==> config.mk <==
export PLATFORM = sky130hd
export DESIGN_NAME = lockin_csr_bank
export DESIGN_NICKNAME = d
export VERILOG_FILES = /design/src/rtl/lockin_csr_bank.sv
export SDC_FILE = /design/constraint.sdc
export NUM_CORES = 2
export LEC_CHECK = 0
export ABC_CLOCK_PERIOD_IN_PS = 2400
export BUFFER_PORTS_ARGS = -buffer_cell sky130_fd_sc_hd__buf_2
export CAP_MARGIN = 5
export CORE_MARGIN = 4
export CORE_UTILIZATION = 57
export DETAILED_ROUTE_END_ITERATION = 10
export PLACE_DENSITY_LB_ADDON = 0.05
export REMOVE_ABC_BUFFERS = 1
export SLEW_MARGIN = 30
export SYNTH_ARGS = -nofsm -noshare
export SYNTH_HDL_FRONTEND = slang
export SYNTH_SLANG_ARGS = --single-unit
==> constraint.sdc <==
create_clock -name clk_clk -period 2.4 [get_ports clk_clk]
set_input_delay 0.48 -clock clk_clk [delete_from_list [all_inputs] [get_ports clk_clk]]
set_output_delay 0.48 -clock clk_clk [all_outputs]
set_load 0.03 [all_outputs]
==> src/rtl/lockin_csr_bank.sv <==
// ============================================================================
// Module   : lockin_csr_bank
// Purpose  : Avalon-MM CSR bank for the multi-channel lock-in: double-buffered
//            phase registers, X/Y snapshots, global fields, timed reset request.
// Revision : 1.0
// ============================================================================
`default_nettype none

module lockin_csr_bank #(
  parameter int NUM_CH    = 8,
  parameter int PHASE_W   = 20,
  parameter int LIA_W     = 16,
  parameter int RST_PULSE = 16
) (
  input  logic                      clk_clk,
  input  logic                      reset_reset_n,
  input  logic [7:0]                avs_address,
  input  logic                      avs_write,
  input  logic                      avs_read,
  input  logic [31:0]               avs_writedata,
  output logic [31:0]               avs_readdata,
  output logic                      avs_readdatavalid,
  input  logic                      sync_in,
  input  logic [NUM_CH*LIA_W-1:0]   lia_x_export,
  input  logic [NUM_CH*LIA_W-1:0]   lia_y_export,
  output logic [NUM_CH*PHASE_W-1:0] phase_incr_export,
  output logic [NUM_CH*PHASE_W-1:0] phase_offs_export,
  output logic [7:0]                control_bits_export,
  output logic [5:0]                gain_ctrl_export,
  output logic [7:0]                dac_gain_export,
  output logic [7:0]                dac_div_export,
  output logic                      resetrequest_reset
);

  localparam int          c_rst_w     = $clog2(RST_PULSE + 1);
  localparam logic [7:0]  c_addr_ctrl = 8'h00;
  localparam logic [7:0]  c_addr_gain = 8'h01;
  localparam logic [7:0]  c_addr_dacg = 8'h02;
  localparam logic [7:0]  c_addr_dacd = 8'h03;
  localparam logic [7:0]  c_addr_cmd  = 8'h04;
  localparam logic [7:0]  c_addr_mode = 8'h05;
  localparam logic [7:0]  c_addr_info = 8'h06;
  localparam logic [7:0]  c_addr_rst  = 8'h07;
  localparam logic [31:0] c_info      = {8'd0, 8'(LIA_W), 8'(PHASE_W), 8'(NUM_CH)};

  logic [7:0]          r_control_bits, r_dac_gain, r_dac_div, r_snap_count;
  logic [5:0]          r_gain_ctrl;
  logic                r_commit_on_sync, r_commit_pending;
  logic [c_rst_w-1:0]  r_rst_cnt;
  logic [PHASE_W-1:0]  r_shadow_incr [NUM_CH];
  logic [PHASE_W-1:0]  r_shadow_offs [NUM_CH];
  logic [PHASE_W-1:0]  r_active_incr [NUM_CH];
  logic [PHASE_W-1:0]  r_active_offs [NUM_CH];
  logic [LIA_W-1:0]    r_snap_x [NUM_CH];
  logic [LIA_W-1:0]    r_snap_y [NUM_CH];

  logic        w_cmd_wr, w_commit_req, w_snap_req, w_transfer, w_key;
  logic [31:0] w_rdata;
  logic        w_unused;

  assign w_cmd_wr     = avs_write && (avs_address == c_addr_cmd);
  assign w_commit_req = w_cmd_wr && avs_writedata[0];
  assign w_snap_req   = w_cmd_wr && avs_writedata[1];
  // A pending commit fires on sync, or immediately once sync mode is dropped.
  // A fresh commit request never sees the sync of its own cycle.
  assign w_transfer   = (w_commit_req && !r_commit_on_sync) ||
                        (r_commit_pending && (sync_in || !r_commit_on_sync));
  assign w_key        = avs_write && (avs_address == c_addr_rst) &&
                        (avs_writedata[7:0] == 8'hA5);
  assign w_unused     = &{1'b0, avs_writedata};

  always_ff @(posedge clk_clk or negedge reset_reset_n) begin
    if (!reset_reset_n) begin
      r_control_bits    <= '0;
      r_gain_ctrl       <= '0;
      r_dac_gain        <= '0;
      r_dac_div         <= 8'd1;
      r_commit_on_sync  <= 1'b0;
      r_commit_pending  <= 1'b0;
      r_snap_count      <= '0;
      r_rst_cnt         <= '0;
      avs_readdata      <= '0;
      avs_readdatavalid <= 1'b0;
    end else begin
      if (avs_write) begin
        case (avs_address)
          c_addr_ctrl: r_control_bits   <= avs_writedata[7:0];
          c_addr_gain: r_gain_ctrl      <= avs_writedata[5:0];
          c_addr_dacg: r_dac_gain       <= avs_writedata[7:0];
          c_addr_dacd: r_dac_div        <= avs_writedata[7:0];
          c_addr_mode: r_commit_on_sync <= avs_writedata[0];
          default: ;
        endcase
      end
      if (w_commit_req && r_commit_on_sync) r_commit_pending <= 1'b1;
      else if (w_transfer)                  r_commit_pending <= 1'b0;
      if (w_snap_req) r_snap_count <= r_snap_count + 8'd1;
      if (r_rst_cnt != '0) r_rst_cnt <= r_rst_cnt - 1'b1;
      else if (w_key)      r_rst_cnt <= c_rst_w'(RST_PULSE);
      avs_readdatavalid <= avs_read;
      avs_readdata      <= avs_read ? w_rdata : '0;
    end
  end

  always_ff @(posedge clk_clk or negedge reset_reset_n) begin
    if (!reset_reset_n) begin
      for (int k = 0; k < NUM_CH; k++) begin
        r_shadow_incr[k] <= '0;
        r_shadow_offs[k] <= '0;
        r_active_incr[k] <= '0;
        r_active_offs[k] <= '0;
        r_snap_x[k]      <= '0;
        r_snap_y[k]      <= '0;
      end
    end else begin
      for (int k = 0; k < NUM_CH; k++) begin
        if (avs_write && avs_address == 8'(16 + 2*k))
          r_shadow_incr[k] <= avs_writedata[PHASE_W-1:0];
        if (avs_write && avs_address == 8'(17 + 2*k))
          r_shadow_offs[k] <= avs_writedata[PHASE_W-1:0];
        // Nonblocking semantics make a coincident shadow write land after the copy.
        if (w_transfer) begin
          r_active_incr[k] <= r_shadow_incr[k];
          r_active_offs[k] <= r_shadow_offs[k];
        end
        if (w_snap_req) begin
          r_snap_x[k] <= lia_x_export[k*LIA_W +: LIA_W];
          r_snap_y[k] <= lia_y_export[k*LIA_W +: LIA_W];
        end
      end
    end
  end

  always_comb begin
    w_rdata = '0;
    case (avs_address)
      c_addr_ctrl: w_rdata = {24'd0, r_control_bits};
      c_addr_gain: w_rdata = {26'd0, r_gain_ctrl};
      c_addr_dacg: w_rdata = {24'd0, r_dac_gain};
      c_addr_dacd: w_rdata = {24'd0, r_dac_div};
      c_addr_cmd:  w_rdata = {16'd0, r_snap_count, 7'd0, r_commit_pending};
      c_addr_mode: w_rdata = {31'd0, r_commit_on_sync};
      c_addr_info: w_rdata = c_info;
      default: begin
        for (int k = 0; k < NUM_CH; k++) begin
          if (avs_address == 8'(16 + 2*k)) w_rdata = 32'(r_shadow_incr[k]);
          if (avs_address == 8'(17 + 2*k)) w_rdata = 32'(r_shadow_offs[k]);
          if (avs_address == 8'(64 + 2*k)) w_rdata = 32'($signed(r_snap_x[k]));
          if (avs_address == 8'(65 + 2*k)) w_rdata = 32'($signed(r_snap_y[k]));
        end
      end
    endcase
  end

  always_comb begin
    phase_incr_export = '0;
    phase_offs_export = '0;
    for (int k = 0; k < NUM_CH; k++) begin
      phase_incr_export[k*PHASE_W +: PHASE_W] = r_active_incr[k];
      phase_offs_export[k*PHASE_W +: PHASE_W] = r_active_offs[k];
    end
  end

  assign control_bits_export = r_control_bits;
  assign gain_ctrl_export    = r_gain_ctrl;
  assign dac_gain_export     = r_dac_gain;
  assign dac_div_export      = r_dac_div;
  assign resetrequest_reset  = (r_rst_cnt != '0);

endmodule

`default_nettype wire
==> impl_metrics.yaml <==
finish:
  finalNonFillerCells: 5823
  syn2layout_area_growth_pct: 30.3
  seq_area_sq_um: 24100
  fill_cells: 5018
  design_area_sq_um: 55200
  layout_common_cells: "963 x dfrtp_1, 879 x nand2_1, 665 x buf_2, 648 x mux2_2, 471 x buf_4"
  final_net_count: 5081
  multi_input_area_sq_um: 17200
  layout-drive-gt1-share: 0.440
  final_common_cell: "dfrtp_1"
yosys:
  synthTopCellsByArea: "dfrtp_1 57%, mux2_2 17%, nand2_1 7.8%"
  synth_flop_cell: "dfrtp_1"
  ys_types: 91
  yosysWarnings: 0
  synth_top_area_share: 0.568
  async_reset_ff_frac: 1.00
  netlist_instances: 3676
  synth.avg_cell_area_sq_um: 11.5
  yosysSeqAreaShare: 0.569
  synth_edf_count: 0
  ys_seq_elements: 964
  synthesis.area_sq_um: 42400
  synth_top_cell_by_area: "dfrtp_1"
setup_path:
  cpPeakStageDelay_ps: 880
  crit_chain: "buf_2 > buf_6 > nor2_1 > and3_1 > buf_12 > buf_4 > a222oi_1 > nand4_1 > o311a_1"
  reg2regPathDepth: 7
  crit_family: "compound AO/OA/AOI/OAI gates"
  start_kind: "input pin"
  r2r-end: "avs_readdata[16]"
  crit-reg2reg-launch: "r_snap_x[79]"
  critical_path_class: "in -> reg"
  r2r_setup_slack_ps: 110
  path_buf_inv: 4
  setup.worst_path.end_class: "flip-flop"
  startpoint: "avs_address[1]"
  crit_slowest_cell: "a222oi_1"
  critPathArrivalTime_ps: 3000
  crit_required_ps: 2960
  cp_max_fo: 7
worst_hold_path:
  hold-path-endpoint: "r_snap_y[50]"
  hold_depth: 3
  worstHoldStart: "lia_y_export[66]"
  hp-class: "in -> reg"
power_and_ir_drop:
  ir_worst_vdd_mv: 0.727
  powerDensity_nw_per_um2: 663
  p_leak_nw: 29.6
floorplan:
  ios: 685
  core_region_area_sq_um: 73300
  placementRows: 99
  die_h_um: 281
  die_w_um: 281
  die_area_sq_um: 78800
  start_util: 0.578
clocking:
  cts_sinks: 964
  cts_buffer_depth: 3
  htree_levels: 3
  cts_tree: "built"
  path_clk_slew_ps: 60
  numCtsBuffers: 98
  clock_latency_ps: 680
  cts-root-buf: "clkbuf_16"
detailed_routing:
  routedWlPerCell_um: 30.0
  dr.pass1.iters: 9
  vias_per_cell: 6.36
  vias: 37000
  final_antenna_net_count: 0
  routed_wl_um: 175000
  drc_errors: 2
  first_iter_violations: 4363
placed_design:
  gp_congestion: 1.03
  place_area_sq_um: 50800
  dp.cells: 5575
  hpwlAfterDp_um: 131000
  port_buffers: 672
sta:
  grt_setup_unrepaired: "true"
  clock.fmax_mhz: 409
  hold_violations: 0
  setup_tns_ps: -95.8
  holdWs_ps: 11.1
  postLayoutSetupSlackWorst_ps: -43.2
  finClkSkew_ps: 29.2
  period_needed_ps: 2440
  drv_slew: 0
  setup_violations: 6
  worst_slew_pin_slew_ps: 1000
  slew_headroom: 0.331
  post-route-period-util: 1.02
grt:
  met2_usage: 0.694
  grt_pass1_vias: 37300
  grt_pass1_wl_um: 251000
  gr-total-overflow: 0
  grt.busiest_layer: "met2"
  use_met3: 0.0935
  grt_max_degree: 96
  grtUsageTotal: 0.438
  globalRouteMet1Util: 0.566
  antenna_found_initial: 10
outcome:
  violations: "design-rule violations, negative setup slack"
  status: "complete, but fails checks"
run:
  drv_cap: 0
-- through the flow --
stage / total power [mW] / utilization / setup WS (ps)
detailed placement: 19.9 / 0.692 / -1070
floorplan: 18.1 / - / -8410
global route: 37.5 / 0.753 / -79.9
CTS: 36.5 / 0.751 / -64.1
finish: 36.6 / 0.753 / -43.2
global placement: 19.8 / 0.692 / -1070
-- cells by family after synthesis --
family | Yosys count | synth area share
AOI/OAI and AO/OA | 594 | 0.0983
xor gates and xnor gates | 9 | 0.00186
adders and majority gates | 2 | 0.000590
buffers and inverters | 285 | 0.0330
DFF | 964 | 0.569
muxes | 682 | 0.181
and+or+nand+nor | 1140 | 0.117
-- how the worst max path moves through the flow --
| stage | to | slack [ps] | cells after the start |
|---|---|---|---|
| finish | avs_readdata[8] | -40 | 9 |
| global route | avs_readdata[10] | -80 | 12 |
| CTS | avs_readdata[13] | -60 | 11 |
| detailed placement | avs_readdata[13] | -1070 | 11 |
| global placement | avs_readdata[6] | -1070 | 11 |
| floorplan | phase_incr_export[0] | -8410 | 5 |
-- flip-flops by register name, indices dropped and copies added, names as in the netlist, 6 cells and up --
| name | count |
|---|---|
| avs_readdata | 22 |
| dac_div_export | 8 |
| phase_offs_export | 160 |
| r_shadow_offs | 160 |
| phase_incr_export | 160 |
| r_shadow_incr | 160 |
| gain_ctrl_export | 6 |
| r_snap_x | 128 |
| r_snap_count | 8 |
| dac_gain_export | 8 |
| r_snap_y | 128 |
| control_bits_export | 8 |
-- final cells by class --
| cell class | count | share of cell area |
|---|---|---|
| tap | 959 | 0.0217 |
| inverter | 8 | 0.000544 |
| clock inverter | 51 | 0.0132 |
| sequential | 964 | 0.437 |
| timing repair buffer | 1279 | 0.165 |
| multi-input combinational | 2427 | 0.311 |
| antenna | 2 | 0.0000906 |
| clock buffer | 133 | 0.0513 |
-- power breakdown --
group          switching [mW]  internal [mW]  leakage, nW
sequential              0.576           16.7         13.4
combinational            1.50           1.04         14.5
clock                    6.91           9.89         1.74
total                    8.99           27.6         29.6
-- synth_stat cells, types with 27 or more instances --
library cell	n
dfrtp_1	963
nand2_1	882
mux2_2	648
o21ai_0	121
clkbuf_1	119
a21oi_1	102
buf_2	102
nor2_1	65
o22ai_1	58
a221oi_1	50
a22oi_1	45
buf_4	44
a221o_1	36
nand3_1	34
mux2_1	27
-- worst register-to-register path, stage by stage, from the launching register on --
cell	delay, ps
dfrtp_1	390
nor2b_1	170
o22ai_1	120
a2111oi_1	580
buf_4	270
nand3_1	250
o21ai_0	280
a31o_2	180
-- layer usage --
metal  vias up  routed length, um  share of wire
li1      15300                  -              -
met1     18700              64300           0.37
met2      2470              80800           0.46
met3       604              17500           0.10
met4        10              12100          0.069
met5         -                 68        0.00039
-- repair_timing --
item | 4_1_cts | 5_1_grt
hold buffers | 52 | 0
endpoints found under the setup margin | 12 | 18
resized for setup | 28 | 44
pin swaps | 10 | 19
gates cloned | 2 | 0
buffers inserted | 2 | 10
endpoints found under the hold margin | 66 | 0
Note: power is estimated with default switching activity, not from simulation.
